<file path="src/rtl/ram_burst_pkg.sv">
// Shared types and sizing for the RAM burst master.
//   state_e       : burst sequencer states
//   RD_FIFO_DEPTH : read-return buffer depth; also caps reads in flight
//   RD_CNT_W      : width of an occupancy count 0..RD_FIFO_DEPTH
//   RD_PTR_W      : width of a FIFO slot index
package ram_burst_pkg;

  typedef enum logic [1:0] {
    IDLE  = 2'd0,
    WRITE = 2'd1,
    READ  = 2'd2,
    DRAIN = 2'd3
  } state_e;

  localparam int RD_FIFO_DEPTH = 4;
  localparam int RD_CNT_W      = $clog2(RD_FIFO_DEPTH + 1);
  localparam int RD_PTR_W      = $clog2(RD_FIFO_DEPTH);

endpackage

</file>
<file path="src/rtl/ram_burst_rd_fifo.sv">
// Read-return FIFO for the RAM burst master.
// Ports:
//   clk, rst   : clock, synchronous active-high reset (empties the FIFO)
//   push       : write push_data at the tail (ignored when full)
//   push_data  : data to enqueue
//   pop        : drop the head entry (ignored when empty)
//   head       : current head entry (meaningful when count != 0)
//   count      : number of stored entries, 0..RD_FIFO_DEPTH
module ram_burst_rd_fifo
  import ram_burst_pkg::*;
#(
  parameter int datawidth = 8
) (
  input  logic                 clk,
  input  logic                 rst,
  input  logic                 push,
  input  logic [datawidth-1:0] push_data,
  input  logic                 pop,
  output logic [datawidth-1:0] head,
  output logic [RD_CNT_W-1:0]  count
);

  logic [datawidth-1:0] mem_r [RD_FIFO_DEPTH];
  logic [RD_PTR_W-1:0]  wr_ptr_r;
  logic [RD_PTR_W-1:0]  rd_ptr_r;
  logic [RD_CNT_W-1:0]  count_r;
  logic                 push_ok_s;
  logic                 pop_ok_s;

  assign push_ok_s = push && (count_r != RD_CNT_W'(RD_FIFO_DEPTH));
  assign pop_ok_s  = pop  && (count_r != RD_CNT_W'(0));
  assign head      = mem_r[rd_ptr_r];
  assign count     = count_r;

  // Storage array: data only, no reset needed since count gates validity.
  always_ff @(posedge clk) begin
    if (push_ok_s) begin
      mem_r[wr_ptr_r] <= push_data;
    end
  end

  // Pointers and occupancy; a simultaneous push and pop leaves count unchanged.
  always_ff @(posedge clk) begin
    if (rst) begin
      wr_ptr_r <= RD_PTR_W'(0);
      rd_ptr_r <= RD_PTR_W'(0);
      count_r  <= RD_CNT_W'(0);
    end else begin
      if (push_ok_s) begin
        wr_ptr_r <= wr_ptr_r + RD_PTR_W'(1);
      end
      if (pop_ok_s) begin
        rd_ptr_r <= rd_ptr_r + RD_PTR_W'(1);
      end
      case ({push_ok_s, pop_ok_s})
        2'b10:   count_r <= count_r + RD_CNT_W'(1);
        2'b01:   count_r <= count_r - RD_CNT_W'(1);
        default: count_r <= count_r;
      endcase
    end
  end

endmodule

</file>
<file path="src/rtl/ram_burst_master.sv">
// Burst initiator for a single-port RAM with a one-cycle read latency.
// Accepts (addr, len, write) commands and sequences ram_address/ren/wen/data_in.
// Ports:
//   clk, rst                      : clock, synchronous active-high reset
//   cmd_valid/ready/write/addr/len: burst command; beats = cmd_len + 1
//   wr_valid/ready/data           : write beat stream (ready only while writing)
//   rd_valid/ready/data           : read beat stream, buffered with backpressure
//   busy                          : a burst is in progress
//   done                          : one-cycle pulse when a burst completes
//   ram_address/ren/wen/data_in   : registered RAM control and write data
//   ram_data_out                  : RAM read data, valid the cycle after ren
module ram_burst_master
  import ram_burst_pkg::*;
#(
  parameter int addrwidth = 8,
  parameter int datawidth = 8,
  parameter int lenwidth  = 8
) (
  input  logic                 clk,
  input  logic                 rst,
  input  logic                 cmd_valid,
  output logic                 cmd_ready,
  input  logic                 cmd_write,
  input  logic [addrwidth-1:0] cmd_addr,
  input  logic [lenwidth-1:0]  cmd_len,
  input  logic                 wr_valid,
  output logic                 wr_ready,
  input  logic [datawidth-1:0] wr_data,
  output logic                 rd_valid,
  input  logic                 rd_ready,
  output logic [datawidth-1:0] rd_data,
  output logic                 busy,
  output logic                 done,
  output logic [addrwidth-1:0] ram_address,
  output logic                 ram_ren,
  output logic                 ram_wen,
  output logic [datawidth-1:0] ram_data_in,
  input  logic [datawidth-1:0] ram_data_out
);

  state_e               state_r;
  state_e               state_nxt_s;
  logic [addrwidth-1:0] addr_r;
  logic [lenwidth-1:0]  remaining_r;
  logic [RD_CNT_W-1:0]  outstanding_r;
  logic                 cap_r;
  logic                 done_wr_r;
  logic [addrwidth-1:0] ram_address_r;
  logic                 ram_ren_r;
  logic                 ram_wen_r;
  logic [datawidth-1:0] ram_data_in_r;

  logic                 cmd_hs_s;
  logic                 wr_hs_s;
  logic                 issue_s;
  logic                 room_s;
  logic                 last_beat_s;
  logic                 pop_s;
  logic                 last_pop_s;
  logic [RD_CNT_W-1:0]  fifo_count_s;
  logic [RD_CNT_W:0]    committed_s;

  assign cmd_ready   = (state_r == IDLE);
  assign wr_ready    = (state_r == WRITE);
  assign busy        = (state_r != IDLE);
  assign cmd_hs_s    = cmd_valid && cmd_ready;
  assign wr_hs_s     = wr_valid && wr_ready;
  assign last_beat_s = (remaining_r == lenwidth'(0));

  // Buffered beats plus reads still in the RAM pipeline must fit in the FIFO,
  // so a read is only issued when its data is guaranteed a slot.
  assign committed_s = {1'b0, fifo_count_s} + {1'b0, outstanding_r};
  assign room_s      = (committed_s < (RD_CNT_W + 1)'(RD_FIFO_DEPTH));
  assign issue_s     = (state_r == READ) && room_s;

  assign rd_valid    = (fifo_count_s != RD_CNT_W'(0));
  assign pop_s       = rd_valid && rd_ready;

  // The final read beat is the only one left once nothing is in flight.
  assign last_pop_s  = (state_r == DRAIN) && (outstanding_r == RD_CNT_W'(0)) &&
                       (fifo_count_s == RD_CNT_W'(1)) && pop_s;

  // Write completion is registered alongside ram_wen; read completion is
  // tied to the consumer's final handshake, so it is decoded combinationally.
  assign done        = done_wr_r || last_pop_s;

  assign ram_address = ram_address_r;
  assign ram_ren     = ram_ren_r;
  assign ram_wen     = ram_wen_r;
  assign ram_data_in = ram_data_in_r;

  ram_burst_rd_fifo #(
    .datawidth (datawidth)
  ) u_rd_fifo (
    .clk       (clk),
    .rst       (rst),
    .push      (cap_r),
    .push_data (ram_data_out),
    .pop       (pop_s),
    .head      (rd_data),
    .count     (fifo_count_s)
  );

  // Next-state decode for the burst sequencer.
  always_comb begin
    state_nxt_s = state_r;
    case (state_r)
      IDLE: begin
        if (cmd_hs_s) begin
          if (cmd_write) begin
            state_nxt_s = WRITE;
          end else begin
            state_nxt_s = READ;
          end
        end else begin
          state_nxt_s = IDLE;
        end
      end
      WRITE: begin
        if (wr_hs_s && last_beat_s) begin
          state_nxt_s = IDLE;
        end else begin
          state_nxt_s = WRITE;
        end
      end
      READ: begin
        if (issue_s && last_beat_s) begin
          state_nxt_s = DRAIN;
        end else begin
          state_nxt_s = READ;
        end
      end
      DRAIN: begin
        if (last_pop_s ||
            ((outstanding_r == RD_CNT_W'(0)) && (fifo_count_s == RD_CNT_W'(0)))) begin
          state_nxt_s = IDLE;
        end else begin
          state_nxt_s = DRAIN;
        end
      end
      default: state_nxt_s = IDLE;
    endcase
  end

  // State, burst address/count, in-flight tracking and registered RAM pins.
  always_ff @(posedge clk) begin
    if (rst) begin
      state_r       <= IDLE;
      addr_r        <= addrwidth'(0);
      remaining_r   <= lenwidth'(0);
      outstanding_r <= RD_CNT_W'(0);
      cap_r         <= 1'b0;
      done_wr_r     <= 1'b0;
      ram_address_r <= addrwidth'(0);
      ram_ren_r     <= 1'b0;
      ram_wen_r     <= 1'b0;
      ram_data_in_r <= datawidth'(0);
    end else begin
      state_r <= state_nxt_s;

      if (cmd_hs_s) begin
        addr_r      <= cmd_addr;
        remaining_r <= cmd_len;
      end else if (wr_hs_s || issue_s) begin
        addr_r      <= addr_r + addrwidth'(1);
        remaining_r <= remaining_r - lenwidth'(1);
      end

      if (wr_hs_s || issue_s) begin
        ram_address_r <= addr_r;
      end
      if (wr_hs_s) begin
        ram_data_in_r <= wr_data;
      end
      ram_wen_r <= wr_hs_s;
      ram_ren_r <= issue_s;
      done_wr_r <= wr_hs_s && last_beat_s;

      // ram_data_out carries the read the cycle after ren was high.
      cap_r <= ram_ren_r;

      case ({issue_s, cap_r})
        2'b10:   outstanding_r <= outstanding_r + RD_CNT_W'(1);
        2'b01:   outstanding_r <= outstanding_r - RD_CNT_W'(1);
        default: outstanding_r <= outstanding_r;
      endcase
    end
  end

endmodule

</file>
<file path="config.mk">
export PLATFORM = sky130hd
export DESIGN_NAME = ram_burst_master
export DESIGN_NICKNAME = d
export VERILOG_FILES = /design/src/rtl/ram_burst_pkg.sv /design/src/rtl/ram_burst_rd_fifo.sv /design/src/rtl/ram_burst_master.sv
export SDC_FILE = /design/constraint.sdc
export NUM_CORES = 1
export LEC_CHECK = 0
export ABC_AREA = 0
export CORE_ASPECT_RATIO = 1.75
export CORE_MARGIN = 5
export CORE_UTILIZATION = 35
export DETAILED_ROUTE_END_ITERATION = 8
export GPL_TIMING_DRIVEN = 0
export SLEW_MARGIN = 20
export SYNTH_ARGS = -nofsm -noshare
export SYNTH_HDL_FRONTEND = slang
export SYNTH_HIERARCHICAL = 1
export SYNTH_SLANG_ARGS = --single-unit
</file>
<file path="constraint.sdc">
create_clock -name clk -period 2.5 [get_ports clk]
set_input_delay 0.5 -clock clk [delete_from_list [all_inputs] [get_ports clk]]
set_output_delay 0.5 -clock clk [all_outputs]
set_load 0.01 [all_outputs]
</file>
### Yosys cells after proc, flatten, opt, wreduce, memory -nomap -nowiden

Memories as Yosys holds them, arrays and structs flattened. A register that Yosys moved wholly into a read port is not among the register bits.
Index checks and enable logic that the tools add are counted.

* register bits: 48
* latch bits: 0
* memory bits (writable): 32
* memory bits (read-only): 0
* input port bits: 38
* word-level logic and storage cells: 73
* memories: 1

* add/subtract/negate cells: 9
* multiply operators: 0
* div/mod/pow operators: 0
* order comparisons: 1
* equality and inequality tests: 9
* shift-type cells: 0
* muxes and demuxes: 16
* bitwise logic cells: 0
* reductions and logical operators: 24

Memories
* u_rd_fifo.mem_r: words 4, width 8, rd ports 1, clocked after memory_dff 1, write ports 1, line ram_burst_rd_fifo.sv:23 `logic [datawidth-1:0] mem_r [RD_FIFO_DEPTH];`

Operator list (count)
* $mux W8: 4
* $logic_and A1 B1 Y1: 12
* $pmux W3 S2: 2
* $mux W2: 5
* $add A8 B1 Y8 const B: 1
* $eq A2 B2 Y1 const B: 4
* $logic_not A8 Y1: 1
* $pmux W2 S4: 1
* $reduce_bool A2 Y1: 4
* $sub A8 B1 Y8 const B: 1
* $add A3 B1 Y3 const B: 2
* $eq A2 B1 Y1 const B: 3
* $logic_not A3 Y1: 2
* $sub A3 B1 Y3 const B: 2
* $add A2 B1 Y2 const B: 2
* $add A3 B3 Y4: 1
* $lt A4 B3 Y1 const B: 1
* $mux W1: 4
* $eq A3 B1 Y1 const B: 1
* $logic_or A1 B1 Y1: 3
* $ne A3 B3 Y1 const B: 1
* $reduce_bool A3 Y1: 1
* $logic_not A2 Y1: 1

### Logic depth before layout (Yosys ltp)

Gate-level depths: netlist (run 1).

* depth after elaboration: 7
* mapped depth: 9

### Cells and area by module

The synthesis (run 1) kept the hierarchy.

Modules (own cells, without submodules)
* ram_burst_master: times used 1, cells each 231, area each 1911.8 µm², seq. area each 820.8 µm²
* ram_burst_rd_fifo: times used 1, cells each 92, area each 1646.6 µm², seq. area each 1141.1 µm²

### Worst setup path before layout (run 1)

Ideal clock, no wire load.

* path kind: flip-flop to flip-flop
* start: register u_rd_fifo.count_r[2], in the netlist u_rd_fifo/count[2]
* end: register outstanding_r[2]
* setup time: 0.070 ns
* arrival: 2.142 ns
* required time: 2.430 ns
* slack: 0.287 ns
* cell stages (with the launch flop): 10
* buffers on the path: 0
* period minus slack after synthesis: 2.213 ns
* cell sequence: dfxtp_1 ha_1 nor4_4 nand3_1 ha_1 inv_1 fa_1 xor2_1 or3_1 a21oi_1

* cells in the longest elaborated chain, start to end: 5

Ends and longest elaborated chain
* start, declared: line ram_burst_rd_fifo.sv:26 `logic [RD_CNT_W-1:0] count_r;`
* start signal, assigned: line ram_burst_rd_fifo.sv:56 `2'b10: count_r <= count_r + RD_CNT_W'(1);`
* start signal, assigned: line ram_burst_rd_fifo.sv:57 `2'b01: count_r <= count_r - RD_CNT_W'(1);`
* start signal, assigned: line ram_burst_rd_fifo.sv:58 `default: count_r <= count_r;`
* $add A3 B3 Y4 *: line ram_burst_master.sv:72 `assign committed_s = {1'b0, fifo_count_s} + {1'b0, outstanding_r};`
* $lt A4 B3 Y1 *: line ram_burst_master.sv:73 `assign room_s = (committed_s < (RD_CNT_W + 1)'(RD_FIFO_DEPTH));`
* $logic_and A1 B1 Y1 *: line ram_burst_master.sv:74 `assign issue_s = (state_r == READ) && room_s;`
* $eq A2 B1 Y1 or $eq A2 B2 Y1 (tied branches): line ram_burst_master.sv:182 `case ({issue_s, cap_r})`
* $pmux W3 S2 or $reduce_bool A2 Y1 (tied branches)
* end signal, assigned: line ram_burst_master.sv:183 `2'b10: outstanding_r <= outstanding_r + RD_CNT_W'(1);`
* end signal, assigned: line ram_burst_master.sv:184 `2'b01: outstanding_r <= outstanding_r - RD_CNT_W'(1);`
* end signal, assigned: line ram_burst_master.sv:185 `default: outstanding_r <= outstanding_r;`
* end, declared: line ram_burst_master.sv:45 `logic [RD_CNT_W-1:0] outstanding_r;`

Mark *: on every way between the ends. The rest lies on a longest branch, timed or not.
A chain may end at the register's enable or synchronous reset.

### Final worst setup path (run 1)

* start: register outstanding_r[0]
* end: output done

* cells in the longest elaborated chain, start to end: 5

Ends and longest elaborated chain
* $logic_not A3 Y1: line ram_burst_master.sv:80 `assign last_pop_s = (state_r == DRAIN) && (outstanding_r == RD_CNT_W'(0)) &&`
* $logic_and A1 B1 Y1 (2 in series): line ram_burst_master.sv:80
* $logic_and A1 B1 Y1: line ram_burst_master.sv:81 `(fifo_count_s == RD_CNT_W'(1)) && pop_s;`
* $logic_or A1 B1 Y1: line ram_burst_master.sv:85 `assign done = done_wr_r || last_pop_s;`
* end, declared: line ram_burst_master.sv:33 `output logic done,`

Every way passes these cells.

==> results of run 1 <==
-- area by class of cell --
cell class / count / area (µm²)
Timing Repair Buffer: 68 / 679.4
Inverter: 14 / 52.55
Sequential cell: 82 / 1963
Tap cell: 125 / 156.4
Clock inverter: 4 / 75.07
Buffer: 16 / 75.07
Fill cell: 957 / 5137
Clock buffer: 12 / 289.0
Multi-Input combinational cell: 211 / 1481
-- report_power, final --
part           internal (µW)  switching [µW]  total, µW
Combinational            216             233        450
Sequential              1450            57.3       1510
Clock                   1030             518       1550
-- per-stage QoR --
| stage | total power (µW) | utilization (%) | TNS, ns |
|---|---|---|---|
| after floorplan | 1782 | - | 0 |
| after global placement | 1974 | 44.36 | -0.1414 |
| after detailed placement | 1983 | 44.36 | -0.1728 |
| after CTS | 3548 | 48.11 | 0 |
| after global routing | 3660 | 48.16 | -0.001891 |
| final | 3503 | 48.16 | 0 |
-- critical path, cell delays in order (launching register included) --
cell	delay (ns)
dfxtp_1	0.35
or4_1	0.59
nor2_4	0.15
a41o_1	0.18
dlygate4sd2_1	0.27
-- routing by layer --
layer	part of all wire, %	up-vias	global-route usage, %
met4	2.3	0	5.993
met3	4.8	17	3.500
met2	58	72	27.49
met5	0	-	0
met1	35	1250	13.29
li1	-	1304	-
-- path summary, 6_finish.rpt --
check        depth (start not counted)  slack (ns)               end
max                                  4        0.13              done
max reg2reg                          9        0.19  outstanding_r[2]
min reg2reg                          2        0.45    ram_address[3]
min                                  2        0.45    ram_address[3]
-- state kept, by name, summed over array words and instances (netlist names), named ones only --
| signal | count |
|---|---|
| cap_r | 1 |
| u_rd_fifo/wr_ptr_r | 2 |
| ram_address | 8 |
| ram_ren | 1 |
| u_rd_fifo/count | 3 |
| remaining_r | 8 |
| done_wr_r | 1 |
| state_r | 2 |
| u_rd_fifo/rd_ptr_r | 2 |
| u_rd_fifo/mem_r | 32 |
| ram_wen | 1 |
| outstanding_r | 3 |
| ram_data_in | 8 |
| addr_r | 8 |
-- cell usage in the layout, fill, tap and decap left out, types with 2 or more instances in the layout --
cell | Yosys | routed
nor4_1 | 3 | 3
dfxtp_1 | 50 | 49
nand2_1 | 42 | 42
buf_2 | 5 | 5
nor3_1 | 4 | 4
a21oi_1 | 24 | 24
a311oi_1 | 3 | 3
fa_1 | 2 | 2
nand4_1 | 5 | 5
nand2b_1 | 3 | 3
or3_1 | 6 | 6
a31oi_4 | 2 | 2
bufinv_16 | 0 | 2
inv_1 | 13 | 13
nand3_1 | 6 | 5
a22oi_1 | 2 | 2
clkbuf_16 | 0 | 11
o21ai_0 | 5 | 5
nor2b_1 | 3 | 3
nor2_1 | 33 | 32
ha_1 | 11 | 11
a31o_2 | 2 | 2
a211oi_1 | 8 | 8
or4_1 | 2 | 2
o211ai_1 | 2 | 2
mux4_2 | 8 | 8
clkdlybuf4s50_1 | 0 | 67
clkbuf_1 | 8 | 8
and2_1 | 8 | 8
xnor2_1 | 3 | 3
xor2_1 | 12 | 12
edfxtp_1 | 32 | 32
-- cell families (layout without fill, tap and decap cells) --
family / count (synthesis) / in the layout / share of synthesized area [%]
and+or+nand+nor: 119 / 119 / 15.93
DFF: 82 / 82 / 55.13
AOI/OAI and AO/OA: 53 / 53 / 10.44
buffers and inverters: 30 / 114 / 3.586
xor gates and xnor gates: 16 / 16 / 4.149
adders and majority gates: 13 / 13 / 4.993
muxes: 10 / 10 / 5.766
-- synth_stat cells, drive strengths merged, types with 7 or more instances --
master   n
edfxtp  32
nor2    33
inv     14
a21oi   24
a211oi   9
xor2    12
buf      7
ha      11
mux4     8
nand2   42
clkbuf   9
dfxtp   50
and2     8
-- what timing repair did --
item	4_1_cts	5_1_grt
hold endpoints to repair	0	0
resized for setup	4	1
cloned	0	0
pin swaps	0	1
setup endpoints to repair	2	1
==> flow_summary.toml, run 1 <==
[outcome]
outcome = "finished clean"

[worst_setup_path]
cp-start-kind = "flop"
crit_start = "outstanding_r[0]"
crit_type = "reg -> out"
end_kind = "primary output"
crit_required_ns = 2.00
arrival_ns = 1.87
rr_startpoint = "u_rd_fifo/count[1]"
cp_max_fo = 4

[detailed_routing]
dr_total_vias = 2643
vias_per_cell = 4.968
drc = 0
route.antenna.remaining_nets = 0
post_drt_wl_per_cell_um = 15.36
drt-total-wl_um = 8172
first_pass_iters = 4
drt_iter0_drc = 58

[synth]
ys_top_cells_by_area = "dfxtp_1 (28%), edfxtp_1 (27%), mux4_2 (5.1%), nand2_1 (4.4%), ha_1 (3.9%)"
ys_async_sr_fraction_pct = 0
netlist_instances = 323
yosysWarningCount = 6
synth_area_um2 = 3558
synth_nets = 374
seq_area_frac_synth_pct = 55.13
synth_edf_count = 32
syn_area_per_cell_um2 = 11.02
synth.top_cell.area_share_pct = 28.13
synth_ff_type = "dfxtp_1"
yosysUniqueCellTypes = 45
ys_ff_latch = 82
synth_largest_area_cell = "dfxtp_1"

[global_route]
overflow = 0
grt_usage_pct = 13.98
grt_max_degree = 15
grt_pass1_wl_um = 13500
grt_pass1_vias = 2826
antenna_found_initial = 0

[layout]
diodes = 0
area_growth_pct = 34.11
drive_above_1_share_pct = 11.06
nets = 453
final_cells = 532
final_cell_area_um2 = 4772

[power_and_ir_drop]
ir_worst_vdd_mv = 0.3781
p_per_area_nw_per_um2 = 734.0
p_leak_uw = 0.001662

[timing]
hold_violations = 0
setup_viol = 0
postLayoutSetupSlackWorst_ns = 0.1308
post-route-period-util_pct = 94.77
slew_headroom_pct = 62.16
worstMarginPinSlew_ns = 0.5676
finalWorstPathRequiredPeriod_ns = 2.369
whs_ns = 0.4509
fmax_mhz = 422.1
finClkSkew_ns = 0.004248
maxSlewViolCount = 0

[flow_run]
drv_cap = 0

[clock_network]
clockRootBuffer = "clkbuf_16"
post-cts-setup-buffers = 0
path_clk_slew_ns = 0.06
clk-insertion-delay-late_ns = 0.33
cts_buffers = 9
cts_buffer_depth = 2
hold_buffers = 0
cts_sinks = 82
tritoncts = "built"
htreeDepth = 3

[floorplan]
io_pins = 69
dieArea_um2 = 12360
std_cell_rows = 48
start_util_pct = 35.91
die_h_um = 143.4
die_w_um = 86.22
core-area_um2 = 9910

[place]
postPlaceCellArea_um2 = 4395
gp_congestion = 0.8363
place_ws_ns = -0.1682
dp_cells = 516
hpwl_um = 6341
port-buffer-count = 68

[worst_hold_path]
hp-start = "ram_address[3]"
hp-class = "reg -> reg"
Note: power is estimated with default switching activity, not from simulation.
==> run 2, diff against run 1 <==
- CORE_UTILIZATION: 35 -> 51
- PLACE_DENSITY: default -> 0.79
==> flow_summary.toml, run 2 (synthesis gave the netlist of run 1 again) <==
[place]
place_ws_ns = -0.2306
port-buffer-count = 68
gp_congestion = 0.8413
hpwl_um = 5999

[layout]
final_cell_mix = "clkdlybuf4s50_1 (67), dfxtp_1 (49), nand2_1 (42), nor2_1 (32), edfxtp_1 (32)"
fin_util_pct = 67.77
nets = 453
final_common_cell = "clkdlybuf4s50_1"
area_growth_pct = 30.59
largest_register = "u_rd_fifo/mem_r"
diodes = 0
largest_reg_flops = 32
fillers = 526
drive_above_1_share_pct = 10.81

[worst_setup_path]
rr_startpoint = "u_rd_fifo/count[0]"
crit_start = "rd_ready"
crit_required_ns = 2.76
rrSetupSlack_ns = 0.17
crit_buf_inv = 2
cpPeakStageDelay_ns = 0.54
cp_max_fo = 4
arrival_ns = 2.65
path_cells = "clkdlybuf4s50_1 -> and2_1 -> o31a_2 -> ha_2 -> inv_1 -> fa_1 -> xor2_1 -> or3_1 -> a21oi_1"
cp_slowest_cell = "clkdlybuf4s50_1"
crit_type = "in -> reg"
end_kind = "flop"
cp-start-kind = "input port"
crit_family = "buffers and inverters"

[detailed_routing]
route.antenna.remaining_nets = 0
post_drt_wl_per_cell_um = 16.18
drt_iter0_drc = 130
first_pass_iters = 4
dr_total_vias = 2644
drt-total-wl_um = 7945
drc = 0
vias_per_cell = 5.385

[flow_run]
drv_cap = 0

[clock_network]
cts_buffers = 9
path_clk_slew_ns = 0.06
htreeDepth = 3
hold_buffers = 0
cts_buffer_depth = 2
tritoncts = "built"
clk-insertion-delay-late_ns = 0.34
cts_sinks = 82
clockRootBuffer = "clkbuf_16"

[worst_hold_path]
hp-start = "ram_data_in[4]"
hp-class = "reg -> reg"

[floorplan]
std_cell_rows = 40
io_pins = 69
core-area_um2 = 6857
start_util_pct = 51.90
die_h_um = 120.5
dieArea_um2 = 8813
die_w_um = 73.14

[timing]
postLayoutSetupSlackWorst_ns = 0.1106
slew_headroom_pct = 61.91
whs_ns = 0.4523
post-route-period-util_pct = 95.58
worstMarginPinSlew_ns = 0.5714
hold_violations = 0
maxSlewViolCount = 0
finalWorstPathRequiredPeriod_ns = 2.389
setup_viol = 0
rsz0062_at_grt = "no"
finClkSkew_ns = 0.003666
fmax_mhz = 418.5

[power_and_ir_drop]
p_per_area_nw_per_um2 = 699.1
seqPwrFrac_pct = 46.4
clkPwrFrac_pct = 39.9
p_int_uw = 2462
p_sw_uw = 786.4
p_leak_uw = 0.001619
ir_worst_vdd_mv = 0.4412
p_comb_share_pct = 13.8
sw_frac_of_total_pct = 24.20

[global_route]
grt_max_degree = 15
grt_pass1_wl_um = 12790
grt_usage_pct = 19.27
overflow = 0
grt_pass1_vias = 2773
antenna_found_initial = 0

[outcome]
outcome = "finished clean"
run 2: cell types whose count changed in the layout (fill, tap and decap cells not counted), sizes merged:
cell      change
bufinv        -1
clkinv        +2
clkbuf        -1
clkinvlp      +2
inv           -2
run 2: area by class of cell:
class                   count  area (µm²)  area share, %
plain buffers              16       75.07          1.616
multi-input cells         211        1474          31.72
clock inverters             5       55.05          1.185
repair buffers             68       679.4          14.62
inverters                  14       52.55          1.131
flip-flops and latches     82        1963          42.25
well taps                  84       105.1          2.262
clock buffers              11       242.7          5.223
run 2: routing by layer:
layer / vias up / routed length (µm) / track usage (%)
li1: 1304 / - / -
met1: 1227 / 2725 / 18.93
met2: 99 / 4544 / 36.21
met5: - / 0 / 0
met4: 0 / 204 / 9.122
met3: 14 / 470 / 4.409
run 2: worst min-delay path, cell delays in order, from the launching register on:
cell	delay (ns)
dfxtp_1	0.30
nand2_1	0.05
a21oi_1	0.05
run 2: final timing paths:
| check | end | depth (start not counted) |
|---|---|---|
| max | u_rd_fifo/count[2] | 9 |
| min reg2reg | ram_data_in[4] | 2 |
| max reg2reg | u_rd_fifo/count[2] | 9 |
| min | ram_data_in[4] | 2 |
run 2: repair_timing:
item / in CTS / in global routing
resized for setup: 2 / 2
setup endpoints to repair: 1 / 4
buffers inserted: 0 / 0
run 2: power by group through the flow:
stage | clock (µW) | sequential [µW] | combinational, µW
2_1_floorplan | 0 | 1530 | 254
3_3_place_gp | 0 | 1530 | 435
3_5_place_dp | 0 | 1530 | 443
4_1_cts | 1310 | 1500 | 450
5_1_grt | 1370 | 1510 | 494
6_report | 1300 | 1510 | 448
run 2: through the flow:
step | area, µm² | power, µW | setup TNS [ns] | cells
finish | 4647 | 3249 | 0 | 491
global route | 4647 | 3380 | 0 | 491
CTS | 4643 | 3266 | 0 | 491
detailed placement | 4344 | 1975 | -0.2306 | 475
global placement | 4344 | 1965 | -0.1360 | 475
floorplan | 3558 | 1782 | 0 | 323
==> run 3, diff against run 2 <==
--- a/config.mk
+++ b/config.mk
@@ -10,6 +10,7 @@
 export CORE_MARGIN = 5
-export CORE_UTILIZATION = 51
+export CORE_UTILIZATION = 53
+export CTS_BUF_LIST = sky130_fd_sc_hd__clkbuf_4
 export DETAILED_ROUTE_END_ITERATION = 8
 export GPL_TIMING_DRIVEN = 0
-export PLACE_DENSITY = 0.79
+export PLACE_DENSITY = 0.81
 export SLEW_MARGIN = 20
@@ -17,3 +18,2 @@
 export SYNTH_HDL_FRONTEND = slang
-export SYNTH_HIERARCHICAL = 1
 export SYNTH_SLANG_ARGS = --single-unit
--- a/constraint.sdc
+++ b/constraint.sdc
@@ -3,2 +3,2 @@
 set_output_delay 0.5 -clock clk [all_outputs]
-set_load 0.01 [all_outputs]
+set_load 0.02 [all_outputs]
==> flow_summary.toml, run 3 <==
[clock_network]
clockRootBuffer = "clkbuf_4"
hold_buffers = 0
clk-insertion-delay-late_ns = 0.41
cts_sinks = 82
cts_buffer_depth = 2
tritoncts = "built"
path_clk_slew_ns = 0.12
cts_buffers = 9
htreeDepth = 3

[layout]
area_growth_pct = 25.82
seqCellArea_um2 = 1971
multi_input_area_um2 = 1479
nets = 456
final_common_cell = "clkdlybuf4s50_1"
drive_above_1_share_pct = 11.30
diodes = 0
largest_reg_flops = 32
fin_util_pct = 68.16
final_cell_mix = "clkdlybuf4s50_1 (62), dfxtp_1 (45), nand2_1 (40), edfxtp_1 (32), nor2_1 (28)"
largest_register = "u_rd_fifo.mem_r"
fillers = 540
final_cell_area_um2 = 4457

[power_and_ir_drop]
seqPwrFrac_pct = 50.3
p_per_area_nw_per_um2 = 714.8
p_sw_uw = 1026
ir_worst_vdd_mv = 0.4015
p_comb_share_pct = 29.2
p_leak_uw = 0.001590
p_int_uw = 2160
clkPwrFrac_pct = 20.4
sw_frac_of_total_pct = 32.21

[worst_setup_path]
cpPeakStageDelay_ns = 0.38
path_cells = "ha_1 -> nor4b_4 -> nand2_2 -> ha_2 -> fa_1 -> xnor2_1 -> or3_1 -> a21oi_2"
rrSetupSlack_ns = 0.08
cp_slowest_cell = "fa_1"
reg2reg_depth = 8
rr_startpoint = "outstanding_r[2]"
end_kind = "flop"
arrival_ns = 2.76
cp-start-kind = "flop"
critPathCapture = "outstanding_r[2]"
crit_required_ns = 2.84
crit_family = "adder cells"
crit_type = "reg -> reg"
crit_buf_inv = 0
r2r_end = "outstanding_r[2]"
cp_max_fo = 4
crit_start = "outstanding_r[2]"
cp_num_cells = 8

[synth]
yosys.area_share.simple_pct = 18.09
synth_top_family_by_area = "simple AND/OR/NAND/NOR gates"
synth_compound_area_share_pct = 9.996
yosysWarningCount = 0
yosysUniqueCellTypes = 47
ys_async_sr_fraction_pct = 0
synth.area.mux_share_pct = 5.652
synthXorXnorAreaFrac_pct = 1.731
yosys.area_share.adder_pct = 5.864
synth_nets = 377
syn_area_per_cell_um2 = 10.97
netlist_instances = 323
synth.most_common_cell = "dfxtp_1"
synthTopCellsByCount = "dfxtp_1 (50), nand2_1 (41), edfxtp_1 (32)"
ys_top_cells_by_area = "dfxtp_1 (28%), edfxtp_1 (27%), ha_1 (5.3%), mux4_2 (5.1%), nand2_1 (4.3%)"
synth_largest_area_cell = "dfxtp_1"
synth_area_um2 = 3542
synth.top_cell.area_share_pct = 28.26
ys_ff_latch = 82
synth_ff_type = "dfxtp_1"
seq_area_frac_synth_pct = 55.39
synth_edf_count = 32

[floorplan]
dieArea_um2 = 8483
start_util_pct = 54.17
std_cell_rows = 39
die_h_um = 118.1
core-area_um2 = 6539
die_w_um = 71.80
io_pins = 69

[detailed_routing]
route.antenna.remaining_nets = 0
drt_iter0_drc = 168
drt-total-wl_um = 8412
post_drt_wl_per_cell_um = 17.20
dr_total_vias = 2751
drc = 0
first_pass_iters = 4
vias_per_cell = 5.626

[timing]
setup_viol = 0
rsz0062_at_grt = "yes"
worstMarginPinSlew_ns = 0.7092
fmax_mhz = 413.5
hold_violations = 0
finalWorstPathRequiredPeriod_ns = 2.419
post-route-period-util_pct = 96.75
maxSlewViolCount = 0
slew_headroom_pct = 52.28
finClkSkew_ns = 0.01073
postLayoutSetupSlackWorst_ns = 0.08135

[place]
port-buffer-count = 67
hpwl_um = 6516
postPlaceCellArea_um2 = 4315
place_ws_ns = -0.05726
gp_congestion = 0.9018

[worst_hold_path]
hp-class = "reg -> reg"

[global_route]
grt_usage_pct = 21.07
antenna_found_initial = 0
grt_max_degree = 15
grt_pass1_vias = 2856
overflow = 0
grt_pass1_wl_um = 13810

[flow_run]
drv_cap = 0

[outcome]
outcome = "finished clean"
[run 3: changes by cell type in the layout (fill, tap and decap cells not counted), sizes merged, moves of 4 or more]
cell           change
xor2               -8
a211oi             -5
ha                 +4
clkdlybuf4s50      -5
nor2               -5
and3               +4
nor4               +5
[run 3: worst min path at each step]
stage,slack [ns],end,startpoint,cells after the start
after floorplan,0.44,ram_address[7],addr_r[7],2
after global placement,0.44,ram_address[6],ram_address[6],2
after detailed placement,0.45,ram_address[3],ram_address[3],2
after CTS,0.46,ram_address[7],ram_address[7],2
after global routing,0.49,ram_data_in[6],ram_data_in[6],2
final,0.46,ram_address[7],ram_address[7],2
[run 3: through the flow]
step	power, µW	cells	hold slack (ns)	TNS (ns)
floorplan	2179	323	0.4446	0
global placement	2501	472	0.4400	-0.01815
detailed placement	2541	472	0.4475	-0.1818
CTS	3175	486	0.4646	0
global route	3362	489	0.4903	-0.02134
finish	3186	489	0.4598	0
[run 3: final cells by class]
cell class	count	area share [%]
Buffer	14	1.516
Clock buffer	11	1.853
Clock inverter	5	0.6738
Inverter	11	0.9264
Multi-Input combinational cell	214	33.18
Sequential cell	82	44.22
Tap cell	82	2.302
Timing Repair Buffer	70	15.33
[run 3: cells by family (layout without fill, tap and decap cells)]
logic type               after synthesis  after routing
XOR/XNOR                               7              7
adder cells (fa/ha/maj)               16             16
flip-flops                            82             82
AND/OR/NAND/NOR                      126            126
multiplexers                          10             10
buffers and inverters                 27            111
AO/OA/AOI/OAI                         55             55
[run 3: metal layers]
metal / GRT usage [%] / vias to the layer above / wire, µm
met1: 21.23 / 1310 / 2979
met2: 40.61 / 85 / 4797
li1: - / 1338 / -
met3: 3.144 / 18 / 394
met4: 9.647 / 0 / 240
met5: 0 / - / 0
[run 3: power by group through the flow]
stage	Combinational (µW)	Sequential [µW]	Clock (µW)
6_report	932	1600	650
5_1_grt	1010	1620	727
4_1_cts	892	1610	669
3_5_place_dp	939	1600	0
3_3_place_gp	904	1600	0
2_1_floorplan	583	1600	0
[run 3: timing repair]
| action | in CTS | in global routing |
|---|---|---|
| gates cloned | 0 | 0 |
| pin swaps | 0 | 2 |
| hold endpoints to repair | 0 | 0 |
| setup endpoints to repair | 10 | 6 |
| gates resized for setup | 11 | 6 |
| buffers inserted | 0 | 3 |
[run 3: worst min-delay path, cell delays in order, from the launching register on]
cell and delay [ns]:
dfxtp_1 0.33, nand2_1 0.05, a21oi_1 0.05
